===== src/rtl/param_instruction_decoder_pkg.sv =====
// Shared types and default sizing for the instruction decoder slice.
package decoder_pkg;
    typedef enum logic [1:0] {
        EMPTY = 2'd0,
        ONE   = 2'd1,
        FULL  = 2'd2
    } state_t;

    localparam int DEF_INSTR_W = 16;
    localparam int DEF_OPC_W   = 4;
    localparam int DEF_REG_AW  = 3;
    localparam int DEF_XLEN    = 16;
endpackage


===== src/rtl/param_instruction_decoder_if.sv =====
// Handshake and decoded-field bundle between the decoder and its producer/consumer.
interface param_instruction_decoder_if #(
    parameter int INSTR_W = decoder_pkg::DEF_INSTR_W,
    parameter int OPC_W   = decoder_pkg::DEF_OPC_W,
    parameter int REG_AW  = decoder_pkg::DEF_REG_AW,
    parameter int XLEN    = decoder_pkg::DEF_XLEN
);
    import decoder_pkg::*;
    localparam int IMM_W = INSTR_W - OPC_W - REG_AW - 1;

    // A beat transfers on a rising edge where valid and ready are both high
    // (intake additionally needs enable); valid never depends on ready.
    logic               enable;
    logic               in_valid;
    logic               in_ready;
    logic [INSTR_W-1:0] instruct;
    logic               out_valid;
    logic               out_ready;
    logic [OPC_W-1:0]   opcode;
    logic [REG_AW-1:0]  rDadrs;
    logic [REG_AW-1:0]  rAadrs;
    logic [REG_AW-1:0]  rBadrs;
    logic               flag;
    logic [IMM_W-1:0]   imm;
    logic [XLEN-1:0]    imm_ext;
    logic               illegal;
    state_t             fsm_state;

    modport master (
        output enable, in_valid, instruct, out_ready,
        input  in_ready, out_valid, opcode, rDadrs, rAadrs, rBadrs,
               flag, imm, imm_ext, illegal, fsm_state
    );

    modport slave (
        input  enable, in_valid, instruct, out_ready,
        output in_ready, out_valid, opcode, rDadrs, rAadrs, rBadrs,
               flag, imm, imm_ext, illegal, fsm_state
    );
endinterface


===== src/rtl/param_instruction_decoder_decode.sv =====
// Combinational field extraction, immediate extension and illegal-opcode lookup.
module instr_field_decode #(
    parameter int                      INSTR_W      = decoder_pkg::DEF_INSTR_W,
    parameter int                      OPC_W        = decoder_pkg::DEF_OPC_W,
    parameter int                      REG_AW       = decoder_pkg::DEF_REG_AW,
    parameter int                      XLEN         = decoder_pkg::DEF_XLEN,
    parameter logic [(2**OPC_W)-1:0]   ILLEGAL_MASK = '0,
    localparam int                     IMM_W        = INSTR_W - OPC_W - REG_AW - 1
) (
    input  logic [INSTR_W-1:0] instruct,
    output logic [OPC_W-1:0]   opcode,
    output logic [REG_AW-1:0]  rd,
    output logic               flag,
    output logic [REG_AW-1:0]  ra,
    output logic [REG_AW-1:0]  rb,
    output logic [IMM_W-1:0]   imm,
    output logic [XLEN-1:0]    imm_ext,
    output logic               illegal
);
    // rA and rB deliberately alias the upper bits of the immediate.
    assign opcode  = instruct[INSTR_W-1 -: OPC_W];
    assign rd      = instruct[INSTR_W-OPC_W-1 -: REG_AW];
    assign flag    = instruct[IMM_W];
    assign ra      = instruct[IMM_W-1 -: REG_AW];
    assign rb      = instruct[IMM_W-REG_AW-1 -: REG_AW];
    assign imm     = instruct[IMM_W-1:0];
    assign illegal = ILLEGAL_MASK[opcode];

    for (genvar i = 0; i < XLEN; i++) begin : g_ext
        if (i < IMM_W) begin : g_low
            assign imm_ext[i] = imm[i];
        end else begin : g_high
            assign imm_ext[i] = flag & imm[IMM_W-1];
        end
    end
endmodule


===== src/rtl/param_instruction_decoder.sv =====
// Instruction decoder with a two-entry (output + skid) elastic buffer.
// Optional DECODER_STATS_EN adds delivered/illegal packet counters.
module param_instruction_decoder
    import decoder_pkg::*;
#(
    parameter int                    INSTR_W      = DEF_INSTR_W,
    parameter int                    OPC_W        = DEF_OPC_W,
    parameter int                    REG_AW       = DEF_REG_AW,
    parameter int                    XLEN         = DEF_XLEN,
    parameter logic [(2**OPC_W)-1:0] ILLEGAL_MASK = '0
) (
    input  logic                      clock,
    input  logic                      reset,
`ifdef DECODER_STATS_EN
    output logic [31:0]               instr_count,
    output logic [15:0]               illegal_count,
`endif
    param_instruction_decoder_if.slave bus
);
    localparam int IMM_W = INSTR_W - OPC_W - REG_AW - 1;
    localparam int PKT_W = OPC_W + 3 * REG_AW + 1 + IMM_W + XLEN + 1;

    if ((INSTR_W < OPC_W + 3 * REG_AW + 1) || (XLEN < IMM_W)) begin : g_bad_cfg
        $error("param_instruction_decoder: INSTR_W/XLEN too small for the field map");
    end

    logic [OPC_W-1:0]  d_opcode;
    logic [REG_AW-1:0] d_rd, d_ra, d_rb;
    logic              d_flag, d_illegal;
    logic [IMM_W-1:0]  d_imm;
    logic [XLEN-1:0]   d_ext;

    instr_field_decode #(
        .INSTR_W(INSTR_W), .OPC_W(OPC_W), .REG_AW(REG_AW),
        .XLEN(XLEN), .ILLEGAL_MASK(ILLEGAL_MASK)
    ) u_decode (
        .instruct(bus.instruct), .opcode(d_opcode), .rd(d_rd), .flag(d_flag),
        .ra(d_ra), .rb(d_rb), .imm(d_imm), .imm_ext(d_ext), .illegal(d_illegal)
    );

    logic [PKT_W-1:0] dec_pkt, out_q, skid_q;
    state_t           state;
    logic             in_ready_q, out_valid_q, in_fire, out_fire;

    assign dec_pkt  = {d_opcode, d_rd, d_flag, d_ra, d_rb, d_imm, d_ext, d_illegal};
    assign in_fire  = bus.in_valid & in_ready_q & bus.enable;
    assign out_fire = out_valid_q & bus.out_ready;

    // out_q always holds the oldest packet; skid_q only the younger one in FULL.
    always_ff @(posedge clock or posedge reset) begin
        if (reset) begin
            state       <= EMPTY;
            in_ready_q  <= 1'b1;
            out_valid_q <= 1'b0;
            out_q       <= '0;
            skid_q      <= '0;
        end else begin
            case (state)
                EMPTY: begin
                    if (in_fire) begin
                        out_q       <= dec_pkt;
                        out_valid_q <= 1'b1;
                        state       <= ONE;
                    end
                end
                ONE: begin
                    if (in_fire && !out_fire) begin
                        skid_q     <= dec_pkt;
                        in_ready_q <= 1'b0;
                        state      <= FULL;
                    end else if (out_fire && !in_fire) begin
                        out_valid_q <= 1'b0;
                        state       <= EMPTY;
                    end else if (in_fire && out_fire) begin
                        out_q <= dec_pkt;
                    end
                end
                FULL: begin
                    if (out_fire) begin
                        out_q      <= skid_q;
                        in_ready_q <= 1'b1;
                        state      <= ONE;
                    end
                end
                default: begin
                    state       <= EMPTY;
                    in_ready_q  <= 1'b1;
                    out_valid_q <= 1'b0;
                end
            endcase
        end
    end

    assign bus.in_ready  = in_ready_q;
    assign bus.out_valid = out_valid_q;
    assign bus.fsm_state = state;
    assign {bus.opcode, bus.rDadrs, bus.flag, bus.rAadrs, bus.rBadrs,
            bus.imm, bus.imm_ext, bus.illegal} = out_q;

`ifdef DECODER_STATS_EN
    always_ff @(posedge clock or posedge reset) begin
        if (reset) begin
            instr_count   <= '0;
            illegal_count <= '0;
        end else if (out_fire) begin
            instr_count <= instr_count + 32'd1;
            if (out_q[0] && (illegal_count != 16'hFFFF)) begin
                illegal_count <= illegal_count + 16'd1;
            end
        end
    end
`endif
endmodule


===== src/flat_wrapper.sv =====
// flat-port wrapper written by rule: the top's interface ports become plain ports
module param_instruction_decoder_flat import decoder_pkg::*;
#(
    parameter int                    INSTR_W      = DEF_INSTR_W,
    parameter int                    OPC_W        = DEF_OPC_W,
    parameter int                    REG_AW       = DEF_REG_AW,
    parameter int                    XLEN         = DEF_XLEN,
    parameter logic [(2**OPC_W)-1:0] ILLEGAL_MASK = '0
)
  (clock, reset, bus_enable, bus_in_valid, bus_instruct, bus_out_ready, bus_in_ready, bus_out_valid, bus_opcode, bus_rDadrs, bus_rAadrs, bus_rBadrs, bus_flag, bus_imm, bus_imm_ext, bus_illegal, bus_fsm_state);
  param_instruction_decoder_if #(.INSTR_W(INSTR_W), .OPC_W(OPC_W), .REG_AW(REG_AW), .XLEN(XLEN)) bus_i ();
  input  logic clock;
  input  logic reset;
  input wire logic [$bits(bus_i.enable)-1:0] bus_enable;
  input wire logic [$bits(bus_i.in_valid)-1:0] bus_in_valid;
  input wire logic [$bits(bus_i.instruct)-1:0] bus_instruct;
  input wire logic [$bits(bus_i.out_ready)-1:0] bus_out_ready;
  output wire logic [$bits(bus_i.in_ready)-1:0] bus_in_ready;
  output wire logic [$bits(bus_i.out_valid)-1:0] bus_out_valid;
  output wire logic [$bits(bus_i.opcode)-1:0] bus_opcode;
  output wire logic [$bits(bus_i.rDadrs)-1:0] bus_rDadrs;
  output wire logic [$bits(bus_i.rAadrs)-1:0] bus_rAadrs;
  output wire logic [$bits(bus_i.rBadrs)-1:0] bus_rBadrs;
  output wire logic [$bits(bus_i.flag)-1:0] bus_flag;
  output wire logic [$bits(bus_i.imm)-1:0] bus_imm;
  output wire logic [$bits(bus_i.imm_ext)-1:0] bus_imm_ext;
  output wire logic [$bits(bus_i.illegal)-1:0] bus_illegal;
  output wire logic [$bits(bus_i.fsm_state)-1:0] bus_fsm_state;
  assign bus_i.enable = bus_enable;
  assign bus_i.in_valid = bus_in_valid;
  assign bus_i.instruct = bus_instruct;
  assign bus_i.out_ready = bus_out_ready;
  assign bus_in_ready = bus_i.in_ready;
  assign bus_out_valid = bus_i.out_valid;
  assign bus_opcode = bus_i.opcode;
  assign bus_rDadrs = bus_i.rDadrs;
  assign bus_rAadrs = bus_i.rAadrs;
  assign bus_rBadrs = bus_i.rBadrs;
  assign bus_flag = bus_i.flag;
  assign bus_imm = bus_i.imm;
  assign bus_imm_ext = bus_i.imm_ext;
  assign bus_illegal = bus_i.illegal;
  assign bus_fsm_state = bus_i.fsm_state;
  param_instruction_decoder #(.INSTR_W(INSTR_W), .OPC_W(OPC_W), .REG_AW(REG_AW), .XLEN(XLEN), .ILLEGAL_MASK(ILLEGAL_MASK)) u_core (.clock(clock), .reset(reset), .bus(bus_i));
endmodule

===== config.mk =====
export PLATFORM = sky130hd
export DESIGN_NAME = param_instruction_decoder_flat
export DESIGN_NICKNAME = d
export VERILOG_FILES = /design/src/rtl/param_instruction_decoder_pkg.sv /design/src/rtl/param_instruction_decoder_if.sv /design/src/rtl/param_instruction_decoder_decode.sv /design/src/rtl/param_instruction_decoder.sv /design/src/flat_wrapper.sv
export SDC_FILE = /design/constraint.sdc
export NUM_CORES = 1
export LEC_CHECK = 0
export CELL_PAD_IN_SITES_DETAIL_PLACEMENT = 1
export CELL_PAD_IN_SITES_GLOBAL_PLACEMENT = 2
export CORE_AREA = 5 5 108 110
export DETAILED_ROUTE_END_ITERATION = 7
export DIE_AREA = 0 0 113 115
export GPL_TIMING_DRIVEN = 0
export HOLD_SLACK_MARGIN = 0.1
export PLACE_DENSITY = 0.8
export SLEW_MARGIN = 5
export SYNTH_ARGS = -nofsm -noshare
export SYNTH_HDL_FRONTEND = slang
export SYNTH_HIERARCHICAL = 1
export SYNTH_SLANG_ARGS = --single-unit

===== constraint.sdc =====
create_clock -name clock -period 3.4 [get_ports clock]
set_input_delay 1.02 -clock clock [delete_from_list [all_inputs] [get_ports clock]]
set_output_delay 1.02 -clock clock [all_outputs]
set_load 0.05 [all_outputs]

==> impl_metrics.ini <==
[finish]
fin_area_sq_um = 4830
final_cell_mix = 108 x mux2_2, 81 x dfrtp_1, 49 x clkdlybuf4s50_1
final_common_cell = mux2_2
area_delta_synth_final_pct = 24.0
drive_gt1_share_pct = 50.0
fin_util_pct = 45.6
diodes = 0
finalNetCount = 365

[die]
ioPinCount = 64
die_y_um = 115
start_util_pct = 36.7
die_area_sq_um = 13000
core_sq_um = 10600
rows = 38
dieWidth_um = 113

[grt]
grt_pass1_wl_um = 13400
grt_remaining_overflow = 0
grt_usage_pct = 13.3
antenna_found_initial = 0
grt_pass1_vias = 2643
grt_max_degree = 54

[placement]
place_congestion = 0.722
place_area_sq_um = 4590
dp_hpwl_um = 5680
io_buffer_count = 49
dp_slack_ns = -0.542

[clock_network]
htreeDepth = 3
cts_buffers = 9
cts_tree = yes
max-clock-path-buffers = 2
hold_buffers = 0
cts_sinks = 82
clk_latency_ns = 0.36
clk_pin_slew_ns = 0.08
root_buffer = clkbuf_8

[timing]
final.setup.tns_ns = 0
slew_headroom_pct = 56.8
setup_ws_ns = 0.171
hold_violations = 0
min_period_over_period_pct = 95.0
period_minus_slack_ns = 3.23
worst_slew_pin_slew_ns = 0.649
rsz0062_at_grt = false
drv_slew = 0
fmax_mhz = 310
finalSetupViolCount = 0
finClkSkew_ns = 0.00938

[pwr]
ir_drop_v = 0.000431
power_density_nw_per_um2 = 909
leakage_nw = 2.18

[detailed_routing]
drtAntennaViolNets = 0
avgRoutedWirePerCell_um = 16.3
vias = 2286
finalWirelength_um = 7940
avgViaCountPerCell = 4.70
first_pass_iters = 4
drc = 0
drt-initial-drc-count = 31

[synth]
synthCells = 279
yosys_warnings = 6
synth_cell_types = 25
synth_nets = 303
ys_seq_area_share_pct = 52.7
ys_ff_latch = 82
synth_area_per_cell_sq_um = 14.0
syn-cell-area_sq_um = 3890

[worst_setup_path]
critPathKind = in2reg
worst_path_largest_cell_delay_ns = 0.47
worstPathMaxFanout = 10
startpoint_type = input pin
critPathCapture = u_core/out_q[19]
crit_required_ns = 3.64
crit_path_top_delay_cell = or4b_1
crit_top_cell = buf_6
path_delay_family = buffers and inverters
startpoint = bus_in_valid
reg2reg_depth = 8
ff2ff_setup_slack_ns = 0.76
cp_num_cells = 10
worstPathCellList = clkdlybuf4s50_1 > nand3_2 > inv_1 > ha_1 > or4b_1 > a222oi_1 > buf_4 > buf_6 > buf_6 > mux2_1
reg2reg_to = u_core/out_q[19]
arrival_ns = 3.47
regToRegStartpoint = u_core/bus.in_ready
path_buf_inv = 5
crit_path_end_kind = flop

[worst_hold_path]
hp-class = reg2reg

[run_status]
status = complete, no violations

[job]
drv_cap = 0
## per-stage QoR
step / cells / hold WS [ns] / power [mW]
after floorplan: 279 / 0.474 / 2.96
after detailed placement: 469 / 0.480 / 3.64
after global routing: 486 / 0.519 / 4.63
after global placement: 468 / 0.473 / 3.58
final: 486 / 0.494 / 4.39
after CTS: 486 / 0.502 / 4.46
## cell usage after synthesis
library cell | count | share of area [%]
a21oi_1 | 4 | 0.51
nor2_1 | 2 | 0.19
dfstp_2 | 1 | 0.67
a22o_1 | 1 | 0.22
inv_1 | 5 | 0.48
or4b_1 | 1 | 0.26
dfrtp_1 | 81 | 52
nand2b_1 | 2 | 0.32
buf_4 | 38 | 7.3
clkbuf_1 | 4 | 0.39
o211ai_1 | 1 | 0.19
o21ai_0 | 1 | 0.13
buf_2 | 4 | 0.51
mux2_1 | 9 | 2.6
nand3_1 | 2 | 0.26
nor2b_1 | 1 | 0.16
and2_1 | 1 | 0.16
buf_6 | 1 | 0.29
ha_1 | 3 | 0.96
buf_1 | 4 | 0.39
conb_1 | 1 | 0.096
o22ai_1 | 1 | 0.16
mux2_2 | 108 | 31
a222oi_1 | 1 | 0.26
nand2_1 | 2 | 0.19
## worst min path at each step
stage                 startpoint                end  cells after the start
3_5_place_dp    u_core/out_q[20]   u_core/out_q[20]                      1
4_1_cts         u_core/out_q[16]   u_core/out_q[16]                      1
2_1_floorplan  u_core/skid_q[27]  u_core/skid_q[27]                      1
6_report        u_core/out_q[17]   u_core/out_q[17]                      1
5_1_grt         u_core/out_q[11]   u_core/out_q[11]                      1
3_3_place_gp    u_core/out_q[19]   u_core/out_q[19]                      1
## cells by family after synthesis
group	after synthesis	share of synthesized area, %
adders and majority gates	3	0.964
muxes	117	33.8
DFF	82	52.7
other	1	0.0963
AOI/OAI and AO/OA	9	1.48
and+or+nand+nor	11	1.54
buffers and inverters	56	9.38
## state kept, by name, summed over array words and instances (netlist names)
signal / cells
u_core/bus.out_valid: 1
u_core/out_q: 39
u_core/bus.in_ready: 1
u_core/skid_q: 39
u_core/bus.fsm_state: 2
## final cells by class
cell class              instances  area [sq um]
clock inverters                 7          93.8
well taps                     140           175
flip-flops and latches         82          2050
multi-input cells             141          1480
repair buffers                 51           526
fillers                      1104          5770
plain buffers                  51           353
clock buffers                   9           124
inverters                       5          21.3
## worst reg2reg max path, stage by stage, from the launching register on
cell	delay, ns
dfstp_2	0.57
nand3_2	0.11
ha_1	0.24
or4b_1	0.50
a222oi_1	0.26
buf_4	0.18
buf_6	0.16
buf_6	0.18
mux2_1	0.34
## repair_timing
| item | 4_1_cts | 5_1_grt |
|---|---|---|
| endpoints found under the setup margin | 10 | 14 |
| pin swaps | 1 | 0 |
| gates resized for setup | 1 | 3 |
| setup buffers | 1 | 0 |
## power by group
group / internal [mW] / leakage [nW] / total [mW] / switching, mW
sequential: 1.37 / 1.03 / 1.57 / 0.203
combinational: 0.830 / 1.05 / 2.04 / 1.21
clock: 0.412 / 0.105 / 0.782 / 0.370
total: 2.61 / 2.18 / 4.39 / 1.78
## layer usage
metal  share of wire, %  GRT usage (%)  vias to the layer above
li1                   -              -                     1056
met3                5.1           3.89                       14
met4                2.1           6.01                        0
met5                  0              0                        -
met2                 49           21.9                       45
met1                 44           16.3                     1171
No activity file was read; power rests on OpenSTA's default activity.
==> RTL edit: new RTL, same settings <==
Change the package constant `DEF_INSTR_W` from 16 to 24.
--- a/src/rtl/param_instruction_decoder_pkg.sv
+++ b/src/rtl/param_instruction_decoder_pkg.sv
@@ -6,7 +6,7 @@
         FULL  = 2'd2
     } state_t;
 
-    localparam int DEF_INSTR_W = 16;
+    localparam int DEF_INSTR_W = 24;
     localparam int DEF_OPC_W   = 4;
     localparam int DEF_REG_AW  = 3;
     localparam int DEF_XLEN    = 16;
Ports: changed (resized bus_imm and bus_instruct); port bits go from 64 to 80. The function was not compared with the original's and may differ.
==> RTL edit against the original RTL <==
- sequential cell count grew 16
- worst setup slack worse by 0.090 ns
- wire length grew 20%
- first-iteration DRC count grew to 2.6 times the old value
- synthesized area is 20% higher
- core utilization grew 8.5 points
- design area up 19%
- total power increased by 22%
- critical path depth down 1
- worst hold slack worse by 0.0039 ns
==> RTL edit: results (changes against the original RTL) <==
Min-Delay Startpoint: u_core/out_q[42]$_DFFE_PP0P_ (was u_core/out_q[17]$_DFFE_PP0P_)
final clock skew: 0.00604 ns (was 0.00938 ns)
Inst Count DP: 529 (was 469)
worst slack, placed: -0.403 ns (was -0.542 ns)
syn nets: 363 (was 303)
detailed-routed wire length on met3: 528 µm (was 405 µm)
Syn. warnings: 6 (unchanged)
detailed-route vias per instance: 4.88 (was 4.70)
WHS Endpoint: u_core/out_q[42]$_DFFE_PP0P_ (was u_core/out_q[17]$_DFFE_PP0P_)
R2R Path Start: u_core/bus.out_valid$_DFFE_PP0P_ (was u_core/bus.in_ready$_DFFE_PP1P_)
FF-to-FF End: u_core/out_q[7]$_DFFE_PP0P_ (was u_core/out_q[19]$_DFFE_PP0P_)
post-CTS setup buffers: 0 (was 1)
Routability Congestion: 0.679 (was 0.722)
GR Util All Layers: 0.157 (was 0.133)
Worst-Margin Slew: 0.741 ns (was 0.649 ns)
static leakage: 0.00259 µW (was 0.00218 µW)
CP arrival: 3.56 ns (was 3.47 ns)
routed wl met2: 4.58 mm (was 3.90 mm)
Resized Gates After CTS: 0 (was 1)
fill count: 1062 (was 1104)
flop2flop setup slack: 0.69 ns (was 0.76 ns)
DRT iter0 DRCs: 81 (was 31)
first-pass GRT wire length: 15.8 mm (was 13.4 mm)
fin nets: 435 (was 365)
placed cell area: 5450 µm² (was 4590 µm²)
layout cells sized above 1: 0.466 (was 0.500)
worst hold slack: 0.490 ns (was 0.494 ns)
Switching Share: 0.405 (was 0.406)
register area share after synthesis: 0.527 (about the same)
Max Freq: 0.301 GHz (was 0.310 GHz)
vias in the first global route: 3044 (was 2643)
critical path startpoint: bus_out_ready (was bus_in_valid)
Post-DP HPWL: 6.92 mm (was 5.68 mm)
met1 global-route usage: 0.200 (was 0.163)
global-route track usage on met2: 0.255 (was 0.219)
routed len/inst: 17.3 µm (was 16.3 µm)
slowest stage delay, CP: 0.52 ns (was 0.47 ns)
number of library cell types mapped by synthesis: 24 (was 25)
status: finished clean (unchanged)
met3 usage: 0.0426 (was 0.0389)
M1 WL: 4.24 mm (was 3.47 mm)
Post-synth top cells: mux2_2 (111), dfrtp_1 (97), buf_4 (48) (was mux2_2 (108), dfrtp_1 (81), buf_4 (38))
post-synthesis cell count: 331 (was 279)
-- RTL edit: logic make-up (layout without fill, tap and decap cells) --
group / after synthesis / count (layout) / synth area share
adders and majority gates: 3 / 3 / 0.00806
other: 1 / 1 / 0.000805
muxes: 141 / 141 / 0.341
buffers and inverters: 69 / 146 / 0.0999
and+or+nand+nor: 10 / 10 / 0.0115
AOI/OAI and AO/OA: 9 / 9 / 0.0124
DFF: 98 / 98 / 0.527
-- RTL edit: power by group through the flow --
stage / Sequential [µW] / Clock [µW] / Combinational (µW)
2_1_floorplan: 2940 / 0 / 704
3_3_place_gp: 1920 / 0 / 2490
3_5_place_dp: 1950 / 0 / 2540
4_1_cts: 1930 / 958 / 2550
5_1_grt: 1990 / 1010 / 2660
6_report: 1910 / 916 / 2530
-- RTL edit: area by class of cell --
type	instances	area share
clock inverters	6	0.0199
plain buffers	64	0.0780
inverters	5	0.00393
repair buffers	61	0.111
flip-flops and latches	98	0.428
well taps	140	0.0306
clock buffers	10	0.0240
multi-input cells	164	0.305
